File: src/rtl/life_ring_buf.sv
// Game-of-Life cell store: an X*Y-bit ring rotated LANES cells per enabled clock,
// with a rotation-phase tracker so cursor edits land on absolute board cells.
//
// state    | meaning
// ST_IDLE  | waiting for a key release edge; edit_busy low
// ST_APPLY | edit captured; applied to the ring at the next edge
module life_ring_buf #(
    parameter int X     = 8,
    parameter int Y     = 8,
    parameter int LOG2X = 3,
    parameter int LOG2Y = 3,
    parameter int LANES = 1
) (
    input  logic                   clk_i,
    input  logic                   reset_ni,
    input  logic                   shift_en_i,
    input  logic [LANES-1:0]       in_bits_i,
    output logic [LANES-1:0]       out_bits_o,
    input  logic                   key_flip_i,
    input  logic                   key_flip_d_i,
    input  logic [1:0]             edit_mode_i,
    input  logic [LOG2X-1:0]       cursor_x_i,
    input  logic [LOG2Y-1:0]       cursor_y_i,
    output logic [LOG2X+LOG2Y-1:0] phase_o,
    output logic                   gen_done_o,
    output logic [15:0]            gen_count_o,
    output logic                   edit_busy_o
);
    localparam int N  = X * Y;
    localparam int PW = LOG2X + LOG2Y;
    localparam logic [PW:0]    N_W     = (PW+1)'(N);
    localparam logic [PW:0]    LANES_W = (PW+1)'(LANES);
    localparam logic [LOG2X:0] X_W     = (LOG2X+1)'(X);
    localparam logic [LOG2Y:0] Y_W     = (LOG2Y+1)'(Y);

    generate
        if ((N % LANES) != 0 || LANES >= N) begin : g_bad_lanes
            $error("life_ring_buf: LANES must divide X*Y and be smaller than it");
        end
        if ((1 << LOG2X) < X || (1 << LOG2Y) < Y) begin : g_bad_cursor
            $error("life_ring_buf: cursor widths too narrow for board size");
        end
    endgenerate

    typedef enum logic {
        ST_IDLE  = 1'b0,
        ST_APPLY = 1'b1
    } state_t;

    state_t          state_q, state_d;
    logic [N-1:0]    ring_q, ring_d;
    logic [PW-1:0]   phase_q, phase_d;
    logic            gen_done_q, gen_done_d;
    logic [15:0]     gen_count_q, gen_count_d;
    logic [1:0]      mode_q, mode_d;
    logic [PW-1:0]   idx_q, idx_d;
    logic            valid_q, valid_d;

    logic [PW:0]     phase_sum;
    logic [PW:0]     diff;
    logic [PW-1:0]   lin;
    logic [N-1:0]    mask;

    assign lin = PW'(32'(cursor_y_i) * 32'(X) + 32'(cursor_x_i));

    always_comb begin
        state_d     = state_q;
        ring_d      = ring_q;
        phase_d     = phase_q;
        gen_done_d  = 1'b0;
        gen_count_d = gen_count_q;
        mode_d      = mode_q;
        idx_d       = idx_q;
        valid_d     = valid_q;
        phase_sum   = {1'b0, phase_q} + LANES_W;
        diff        = '0;
        mask        = '0;

        if (shift_en_i) begin
            ring_d  = {in_bits_i, ring_q[N-1:LANES]};
            phase_d = (phase_sum >= N_W) ? PW'(phase_sum - N_W) : phase_sum[PW-1:0];
            if (phase_d == '0) begin
                gen_done_d  = 1'b1;
                gen_count_d = gen_count_q + 16'd1;
            end
        end

        case (state_q)
            ST_IDLE: begin
                if (key_flip_d_i && !key_flip_i) begin
                    state_d = ST_APPLY;
                    mode_d  = edit_mode_i;
                    idx_d   = lin;
                    valid_d = ({1'b0, cursor_x_i} < X_W) && ({1'b0, cursor_y_i} < Y_W);
                end
            end
            ST_APPLY: begin
                state_d = ST_IDLE;
                if (valid_q) begin
                    if (mode_q == 2'b11) begin
                        ring_d      = '0;
                        gen_count_d = '0;
                    end else begin
                        // Physical slot of the logical cell after this edge's rotation.
                        diff = {1'b0, idx_q} - {1'b0, phase_d};
                        if (diff[PW]) begin
                            diff = diff + N_W;
                        end
                        mask = {{(N-1){1'b0}}, 1'b1} << diff[PW-1:0];
                        case (mode_q)
                            2'b00:   ring_d = ring_d ^ mask;
                            2'b01:   ring_d = ring_d | mask;
                            default: ring_d = ring_d & ~mask;
                        endcase
                    end
                end
            end
            default: state_d = ST_IDLE;
        endcase
    end

    always_ff @(posedge clk_i or negedge reset_ni) begin
        if (!reset_ni) begin
            state_q     <= ST_IDLE;
            ring_q      <= '0;
            phase_q     <= '0;
            gen_done_q  <= 1'b0;
            gen_count_q <= '0;
            mode_q      <= '0;
            idx_q       <= '0;
            valid_q     <= 1'b0;
        end else begin
            state_q     <= state_d;
            ring_q      <= ring_d;
            phase_q     <= phase_d;
            gen_done_q  <= gen_done_d;
            gen_count_q <= gen_count_d;
            mode_q      <= mode_d;
            idx_q       <= idx_d;
            valid_q     <= valid_d;
        end
    end

    assign out_bits_o  = ring_q[LANES-1:0];
    assign phase_o     = phase_q;
    assign gen_done_o  = gen_done_q;
    assign gen_count_o = gen_count_q;
    assign edit_busy_o = (state_q == ST_APPLY);

endmodule

File: config.mk
export PLATFORM = sky130hd
export DESIGN_NAME = life_ring_buf
export DESIGN_NICKNAME = d
export VERILOG_FILES = /design/src/rtl/life_ring_buf.sv
export SDC_FILE = /design/constraint.sdc
export NUM_CORES = 1
export LEC_CHECK = 0
export ABC_AREA = 1
export BUFFER_PORTS_ARGS = -buffer_cell sky130_fd_sc_hd__buf_2
export CORE_MARGIN = 2
export CORE_UTILIZATION = 60
export CTS_CLUSTER_DIAMETER = 100
export DETAILED_ROUTE_END_ITERATION = 12
export PLACE_DENSITY = 0.78
export SYNTH_ARGS = -nofsm -noshare
export SYNTH_HDL_FRONTEND = slang
export SYNTH_SLANG_ARGS = --single-unit
File: constraint.sdc
create_clock -name clk_i -period 3.61 [get_ports clk_i]
set_input_delay 0.1805 -clock clk_i [delete_from_list [all_inputs] [get_ports clk_i]]
set_output_delay 0.1805 -clock clk_i [all_outputs]
set_load 0.01 [all_outputs]
Word level (Yosys, flattened, before mapping)
Index checks and enable logic that the tools add are counted.
- register bits: 97
- input bits: 14
- output and inout bits: 25
- logic and storage cells: 48
- $add $sub $neg: 6
- magnitude comparators: 1
- equal/unequal tests: 2
- shift operators: 1
- multiplexer cells: 20
- bitwise logic cells: 5
- reductions and logical operators: 5
- operators with widths (operator ; count):
    64-bit two-way mux ; 4
    64-bit one-hot mux with 2 select lines ; 1
    16-bit two-way mux ; 5
    64-bit AND ; 1
    64-bit inverter ; 1
    64-bit bitwise OR ; 1
    1-bit by 6-bit left shift with 64-bit output (first input constant) ; 1
    64-bit bitwise XOR ; 1
    6-bit two-way mux ; 6
    16-bit by 1-bit adder with 16-bit output (second input constant) ; 1
    6-bit by 1-bit adder with 7-bit output (second input constant) ; 1
    7-bit >= comparator (second input constant) ; 1
    6-bit by 6-bit subtractor with 7-bit output ; 1
    6-bit by 1-bit adder with 6-bit output (second input constant) ; 1
    6-bit by 3-bit adder with 6-bit output ; 1
    6-bit logical NOT ; 1
    6-bit by 1-bit subtractor with 6-bit output (second input constant) ; 1
    1-bit two-way mux ; 3
    2-bit by 1-bit equality test with 1-bit output (second input constant) ; 1
    2-bit equality test (second input constant) ; 1
    2-bit logical NOT ; 1
    1-bit one-hot mux with 2 select lines ; 1
    2-bit AND reduction ; 1
    1-bit logical AND ; 1
    other kinds (2) ; 2

Depth between registers and ports, before layout
Gate-level depths: netlist of run 1.
- depth in word-level cells: 17
- mapped depth: 22
- mapped depth without buffers: 20

Worst setup path after synthesis of run 1
No wires, ideal clock.
- path type: register to register
- start point: register phase_q[0], in the netlist phase_o[0]
- end point: register ring_q[45]
- library setup time: 0.101 ns
- arrival: 2.815 ns
- data required time: 3.509 ns
- slack: 0.694 ns
- cell stages (with the launch flop): 19
- path buffers: 0
- period minus slack after synthesis: 2.916 ns
- cells stage by stage: dfrtp_1 > ha_1 > nand2_1 > nand3_1 > and2_1 > ha_1 > inv_1 > nand2_1 > nand3b_1 > nand2_1 > inv_2 > nor2_1 > nand2_1 > nor2_1 > nand2_1 > ha_1 > o22ai_1 > nor2_1 > o32ai_1
- cells in the longest elaborated chain, start to end: 17
- elaborated cells between the ends (all ways): 20
- those cells by class: 4 x add/sub; 1 x order compare; 1 x shift; 10 x mux; 4 x bitwise
- RTL lines (item ; RTL line ; source):
    start, declared ; 52 ; logic [PW-1:0] phase_q, phase_d;
    start signal, assigned ; 135 ; phase_q <= phase_d;
    6-bit by 1-bit adder with 7-bit output ; 75 ; phase_sum = {1'b0, phase_q} + LANES_W;
    6-bit by 1-bit subtractor with 6-bit output / 7-bit >= comparator (equally long branches) ; 81 ; phase_d = (phase_sum >= N_W) ? PW'(phase_sum - N_W) : phase_sum[PW-1:0];
    6-bit two-way mux ; 81 ;
    6-bit two-way mux (*) ; 79 ; if (shift_en_i) begin
    6-bit by 6-bit subtractor with 7-bit output (*) ; 105 ; diff = {1'b0, idx_q} - {1'b0, phase_d};
    6-bit by 1-bit adder with 6-bit output ; 107 ; diff = diff + N_W;
    6-bit two-way mux (*) ; 106 ; if (diff[PW]) begin
    6-bit two-way mux (*) ; 100 ; if (mode_q == 2'b11) begin
    [... 2 more ...] ; -- ;
    1-bit by 6-bit left shift with 64-bit output (*) ; 109 ; mask = {{(N-1){1'b0}}, 1'b1} << diff[PW-1:0];
    64-bit inverter ; 113 ; default: ring_d = ring_d & ~mask;
    64-bit AND ; 113 ;
    64-bit one-hot mux with 2 select lines (*) ; 110 ; case (mode_q)
    64-bit two-way mux (*) ; 100 ;
    64-bit two-way mux (*) ; 99 ; if (valid_q) begin
    64-bit two-way mux (*) ; 88 ; case (state_q)
    via ring_d[45] ; 51 ; logic [N-1:0] ring_q, ring_d;
    end signal, assigned ; 134 ; ring_q <= ring_d;
    end, declared ; 51 ;
Mark *: on every way through the listed nets, which the timed path passes. The rest lies on a longest branch. The select of a mux whose other input is x is not followed.
A chain may end at the register's enable or synchronous reset.

Final worst setup path of run 1
- start point: register phase_q[1], in the netlist phase_o[1]
- end point: register ring_q[7]
Same word-level chain as after synthesis.

==> flow_summary.json, run 1 <==
{
  "diodes": 0,
  "synth_edf_count": 0,
  "cp_common_cell": "nand2_1",
  "critical_path_class": "flip-flop to flip-flop",
  "die-width_um": 124,
  "max_freq_ghz": 0.294,
  "drt_iter0_drc": 722,
  "routed_wl_um": 20500,
  "maxSlewViolCount": 0,
  "relSlewSlack": 0.272,
  "root_buffer": "clkbuf_16",
  "power.total_uw": 5760,
  "worstPathMaxFanout": 6,
  "synthDistinctLibCells": 33,
  "clk_pin_slew_ns": 0.07,
  "critPathSlowestCell": "dfrtp_1",
  "rsz0062_at_grt": "true",
  "routed-via-count": 7819,
  "cp.arrival_ns": 3.65,
  "cts_tree": "done",
  "syn_avg_cell_area_um2": 7.27,
  "synthTopCellsByCount": "238 x nand2_1, 180 x nor2_1, 155 x inv_1, 133 x ha_1, 97 x dfrtp_1",
  "cts_max_level": 3,
  "grt_pass1_wl_um": 34600,
  "cp.required_ns": 3.86,
  "worstMarginPinSlew_ns": 1.09,
  "p_leak_uw": 0.00411,
  "syn_inst": 1184,
  "start_kind": "flip-flop",
  "ys_async_sr_fraction": 1.00,
  "status": "finished, final reports clean",
  "power_density_nw_per_um2": 630,
  "gp_congestion": 0.879,
  "endpoint_kind": "flip-flop",
  "pre_cts_ws_ns": 0.241,
  "core_area_um2": 13900,
  "cts_inserted_buffers": 9,
  "rows": 43,
  "fin_util": 0.656,
  "post_dp_cell_area_um2": 8800,
  "synth_area_um2": 8610,
  "start_util": 0.618,
  "synth-seq-cells": 97,
  "ir_worst_vdd_uv": 445,
  "dp_hpwl_um": 13000,
  "post-route-cell-area_um2": 9140,
  "synth_top_area_share": 0.282,
  "min-delay-path-class": "input port to flip-flop",
  "grt_antenna_before_repair": 0,
  "ios": 39,
  "fp.dieH_um": 124,
  "drt_pass1_iterations": 5,
  "syn-num-nets": 1331,
  "synthFlopType": "dfrtp_1",
  "drive_gt1_frac": 0.110,
  "final-hold-violation-count": 0,
  "fin_setup_tns_ns": 0,
  "finalCriticalPeriod_ns": 3.41,
  "setup_viol": 0,
  "fin_skew_ns": 0.0117,
  "cap_violations": 0,
  "crit_chain": "ha_1, nand2_1, nand3_1, and2_1, ha_1, inv_1, nand2_1, nand3b_1, nand2_1, inv_2, nor2_1, nand2_2, nor2_2, nand2_1, ha_1, o22ai_1, nor2_1, o32ai_1",
  "die-area_um2": 15300,
  "antenna_left": 0,
  "min_period_over_period": 0.944,
  "cts_sinks": 97,
  "wl_per_cell_um": 15.0,
  "port-buffer-count": 38,
  "critPathMaxStageDelay_ns": 0.47,
  "area_delta_synth_final_pct": 6.18,
  "drc": 0,
  "clock_path_buffers": 2,
  "grt_max_degree": 80,
  "nNetsFinal": 1328,
  "synth_top_area_cell": "dfrtp_1",
  "grtUsageTotal": 0.284,
  "finalWorstSetupSlack_ns": 0.204,
  "yosys_warnings": 0,
  "clock_latency_ns": 0.36,
  "crit_buf_inv": 2,
  "via_per_inst": 5.72,
  "postCtsSetupBuffers": 0,
  "grt_pass1_vias": 7223,
  "synth.area.top_cells": "dfrtp_1 28%, ha_1 19%, nand2_1 10%, nor2_1 7.8%, inv_1 6.8%",
  "ys_seq_area_frac": 0.282,
  "crit_family": "simple AND/OR/NAND/NOR gates",
  "grt_overflow": 0,
  "synth.most_common_cell": "nand2_1"
}
-- worst register-to-register path, delay by kind of cell, from the launching register on --
kind / cells / cell delay, ns
and+or+nand+nor: 11 / 1.46
adders and majority gates: 3 / 0.77
DFF: 1 / 0.47
AOI/OAI and AO/OA: 2 / 0.44
buffers and inverters: 2 / 0.13
-- timing repair --
item,in CTS,in global routing
hold endpoints to repair,34,0
gates resized for setup,0,5
endpoints found under the setup margin,0,23
hold buffers,1,0
-- final timing paths --
| check | start | to | slack [ns] | depth (start not counted) |
|---|---|---|---|---|
| max reg2reg | phase_o[1]$_DFF_PN0_ | ring_q[7]$_DFF_PN0_ | 0.20 | 18 |
| max in group asynchronous | reset_ni | phase_o[0]$_DFF_PN0_ | 2.34 | 3 |
| max | phase_o[1]$_DFF_PN0_ | ring_q[7]$_DFF_PN0_ | 0.20 | 18 |
| min in group asynchronous | reset_ni | gen_count_o[8]$_DFF_PN0_ | 0.48 | 2 |
| min reg2reg | valid_q$_DFFE_PN0P_ | valid_q$_DFFE_PN0P_ | 0.49 | 1 |
| min | cursor_x_i[1] | idx_q[1]$_DFFE_PN0P_ | 0.02 | 3 |
-- cell usage in the layout, fill, tap and decap left out, drive strengths merged, types with 3 or more instances in the layout --
| master | instances |
|---|---|
| xor2 | 5 |
| o21ai | 83 |
| nand4 | 5 |
| clkinv | 3 |
| nand3 | 30 |
| nand2 | 262 |
| inv | 166 |
| buf | 51 |
| o22ai | 61 |
| nor3 | 3 |
| dfrtp | 97 |
| clkbuf | 10 |
| o32ai | 63 |
| a21oi | 8 |
| nor2 | 194 |
| ha | 133 |
-- sequential cells by signal, indices dropped and copies added, names as in the netlist --
| name | flops |
|---|---|
| edit_busy_o | 1 |
| gen_count_o | 16 |
| gen_done_o | 1 |
| idx_q | 6 |
| mode_q | 2 |
| phase_o | 6 |
| ring_q | 64 |
| valid_q | 1 |
-- logic make-up after synthesis --
kind of cell | Yosys count | synth area share
xor gates and xnor gates | 7 | 0.00712
DFF | 97 | 0.282
and+or+nand+nor | 501 | 0.245
AOI/OAI and AO/OA | 216 | 0.162
buffers and inverters | 230 | 0.111
adders and majority gates | 133 | 0.193
-- power by group --
group	total [µW]	switching, µW	internal (µW)
Sequential	1590	220	1370
Combinational	3100	2070	1020
Clock	1080	500	576
Total	5760	2790	2970
-- final cells by class --
class	count	area, µm²
Multi-Input combinational cell	857	5250
Tap cell	180	225
Clock buffer	10	239
Inverter	164	616
Fill cell	1217	4790
Timing Repair Buffer	52	303
Sequential cell	97	2430
Clock inverter	6	81.3
-- metal layers --
layer / vias to the layer above / wire length (µm) / track usage
met1: 3719 / 9570 / 0.394
met4: 0 / 271 / 0.0817
met3: 20 / 1040 / 0.0435
met5: - / 0 / 0
li1: 3875 / - / -
met2: 205 / 9630 / 0.462
-- through the flow --
step | instances | hold slack [ns]
CTS | 1366 | 0.0107
finish | 1366 | 0.0184
global placement | 1349 | 0.376
floorplan | 1184 | -0.115
detailed placement | 1349 | 0.378
global route | 1366 | 0.0164
(Power assumes the default switching activity.)
==> inputs of run 2 (changes only) <==
--- a/config.mk
+++ b/config.mk
@@ -11,7 +11,7 @@
 export CORE_UTILIZATION = 60
 export CTS_CLUSTER_DIAMETER = 100
 export DETAILED_ROUTE_END_ITERATION = 12
-export PLACE_DENSITY = 0.78
+export PLACE_DENSITY = 0.75
 export SYNTH_ARGS = -nofsm -noshare
 export SYNTH_HDL_FRONTEND = slang
 export SYNTH_SLANG_ARGS = --single-unit
==> run 2 against run 1 <==
Utilization rose by 0.21 points. Worst setup slack improved by 0.10 ns. Final cell count did not move. Register-to-register slack improved by 0.10 ns. Critical path depth did not move. Critical path type unchanged. Largest power group unchanged.
==> flow_summary.json, run 2 (synthesis results as in run 1) <==
{
  "critPathMaxStageDelay_ns": 0.47,
  "area_delta_synth_final_pct": 6.51,
  "fin_setup_tns_ns": 0,
  "grt_pass1_wl_um": 35200,
  "drt_iter0_drc": 623,
  "via_per_inst": 5.73,
  "port-buffer-count": 38,
  "fin_skew_ns": 0.00641,
  "routed_wl_um": 20700,
  "whs_ns": 0.0235,
  "clock_latency_ns": 0.36,
  "rr_startpoint": "phase_o[0]$_DFF_PN0_",
  "cp_common_cell": "nand2_1",
  "clock_path_buffers": 2,
  "layout_common_cells": "235 x nand2_1, 179 x nor2_1, 153 x inv_1",
  "largest_register_ffs": 64,
  "crit_chain": "ha_1, nand2_1, nand3_1, and2_1, ha_1, inv_1, nand2_1, nand3b_1, nand2_2, inv_2, nor2_1, nand2_1, nor2_2, nand2_1, ha_1, o22ai_1, nor2_1, o32ai_1",
  "postCtsSetupBuffers": 0,
  "min-delay-path-class": "input port to flip-flop",
  "r2r-end": "ring_q[61]$_DFF_PN0_",
  "fin_util": 0.658,
  "critPathSlowestCell": "dfrtp_1",
  "cp.required_ns": 3.85,
  "worstMarginPinSlew_ns": 1.01,
  "start_util": 0.618,
  "finalCriticalPeriod_ns": 3.30,
  "cts_tree": "done",
  "power_density_nw_per_um2": 632,
  "sw_frac_of_total": 0.482,
  "hp-start": "cursor_x_i[1]",
  "cts_max_level": 3,
  "start_kind": "flip-flop",
  "cts_sinks": 97,
  "fp.dieH_um": 124,
  "nNetsFinal": 1328,
  "cp.arrival_ns": 3.54,
  "die-area_um2": 15300,
  "rsz0062_at_grt": "false",
  "drt_pass1_iterations": 5,
  "diodes": 0,
  "reg2reg_depth": 18,
  "antenna_left": 0,
  "status": "finished, final reports clean",
  "hold_end": "idx_q[1]$_DFFE_PN0P_",
  "rrSetupSlack_ns": 0.31,
  "setup_viol": 0,
  "combPwrFrac": 0.548,
  "power.total_uw": 5790,
  "drive_gt1_frac": 0.107,
  "cts_inserted_buffers": 9,
  "whs_path_depth": 3,
  "ir_worst_vdd_uv": 371,
  "p_seq_frac": 0.274,
  "p_leak_uw": 0.00411,
  "cap_violations": 0,
  "root_buffer": "clkbuf_16",
  "grt_antenna_before_repair": 0,
  "final_common_cell": "nand2_1",
  "grtUsageTotal": 0.286,
  "fin_cells": 1366,
  "max_freq_ghz": 0.303,
  "routed-via-count": 7828,
  "min_period_over_period": 0.915,
  "final-hold-violation-count": 0,
  "clk_pin_slew_ns": 0.08,
  "switching_power_uw": 2790,
  "ios": 39,
  "dp_cells": 1349,
  "critical_path_class": "flip-flop to flip-flop",
  "endpoint_kind": "flip-flop",
  "relSlewSlack": 0.322,
  "largest_register": "ring_q",
  "die-width_um": 124,
  "drc": 0,
  "core_area_um2": 13900,
  "maxSlewViolCount": 0,
  "grt_overflow": 0,
  "wl_per_cell_um": 15.2,
  "worstPathMaxFanout": 6,
  "grt_pass1_vias": 7476,
  "rows": 43,
  "dp_hpwl_um": 13300,
  "gp_congestion": 0.831,
  "clkPwrFrac": 0.178,
  "grt_max_degree": 77,
  "intPower_uw": 3000
}
==> run 2: changes by cell type in the layout (fill, tap and decap cells not counted) <==
cell,previous run,this run
buf_12,0,4
buf_4,15,11
clkbuf_1,0,1
clkbuf_8,1,0
clkinv_4,1,2
dfrtp_1,95,96
dfrtp_2,2,1
inv_6,1,3
inv_8,3,0
nor2_1,178,179
nor2_2,16,15
==> run 2: area by class of cell <==
class,count,area (µm²)
tap,180,225
clock inverter,6,73.8
sequential,97,2430
inverter,164,616
multi-input combinational,857,5240
fill,1254,4770
timing repair buffer,52,353
clock buffer,10,229
==> run 2: worst max path at each step <==
| stage | from | to | slack (ns) | cells after the start |
|---|---|---|---|---|
| final | phase_o[0]$_DFF_PN0_ | ring_q[61]$_DFF_PN0_ | 0.31 | 18 |
| after global routing | phase_o[0]$_DFF_PN0_ | ring_q[12]$_DFF_PN0_ | 0.02 | 18 |
| after CTS | phase_o[0]$_DFF_PN0_ | ring_q[26]$_DFF_PN0_ | 0.21 | 19 |
| after detailed placement | phase_o[0]$_DFF_PN0_ | ring_q[26]$_DFF_PN0_ | 0.24 | 19 |
| after global placement | phase_o[0]$_DFF_PN0_ | ring_q[55]$_DFF_PN0_ | 0.31 | 19 |
| after floorplan | phase_o[0]$_DFF_PN0_ | ring_q[45]$_DFF_PN0_ | 0.69 | 18 |
==> run 2: repair_timing <==
| action | 4_1_cts | 5_1_grt |
|---|---|---|
| resized for setup | 0 | 3 |
| endpoints found under the setup margin | 0 | 18 |
| endpoints found under the hold margin | 45 | 0 |
| hold buffers | 1 | 0 |
==> run 2: power by group through the flow <==
stage | combinational, µW | sequential [µW] | clock [µW]
2_1_floorplan | 2440 | 1580 | 0
3_3_place_gp | 3030 | 1600 | 0
3_5_place_dp | 3130 | 1600 | 0
4_1_cts | 3150 | 1580 | 1040
5_1_grt | 3610 | 1630 | 1080
6_report | 3170 | 1590 | 1030
==> run 2: routing by layer <==
| metal | GRT usage | wire, µm | up-vias |
|---|---|---|---|
| met3 | 0.0321 | 1160 | 14 |
| met5 | 0 | 0 | - |
| met4 | 0.0788 | 199 | 0 |
| met2 | 0.479 | 9760 | 220 |
| met1 | 0.393 | 9620 | 3719 |
| li1 | - | - | 3875 |
==> run 2: worst max-delay path: cells and delay by family, from the launching register on <==
| kind | cells | cell delay (ns) |
|---|---|---|
| adders and majority gates | 3 | 0.79 |
| buffers and inverters | 2 | 0.11 |
| DFF | 1 | 0.47 |
| AOI/OAI and AO/OA | 2 | 0.49 |
| and+or+nand+nor | 11 | 1.31 |
==> run 2: stage by stage <==
stage	cell area, µm²	setup WS [ns]
global route	9170	0.0163
CTS	9160	0.208
finish	9170	0.308
detailed placement	8850	0.240
floorplan	8610	0.694
global placement	8850	0.314
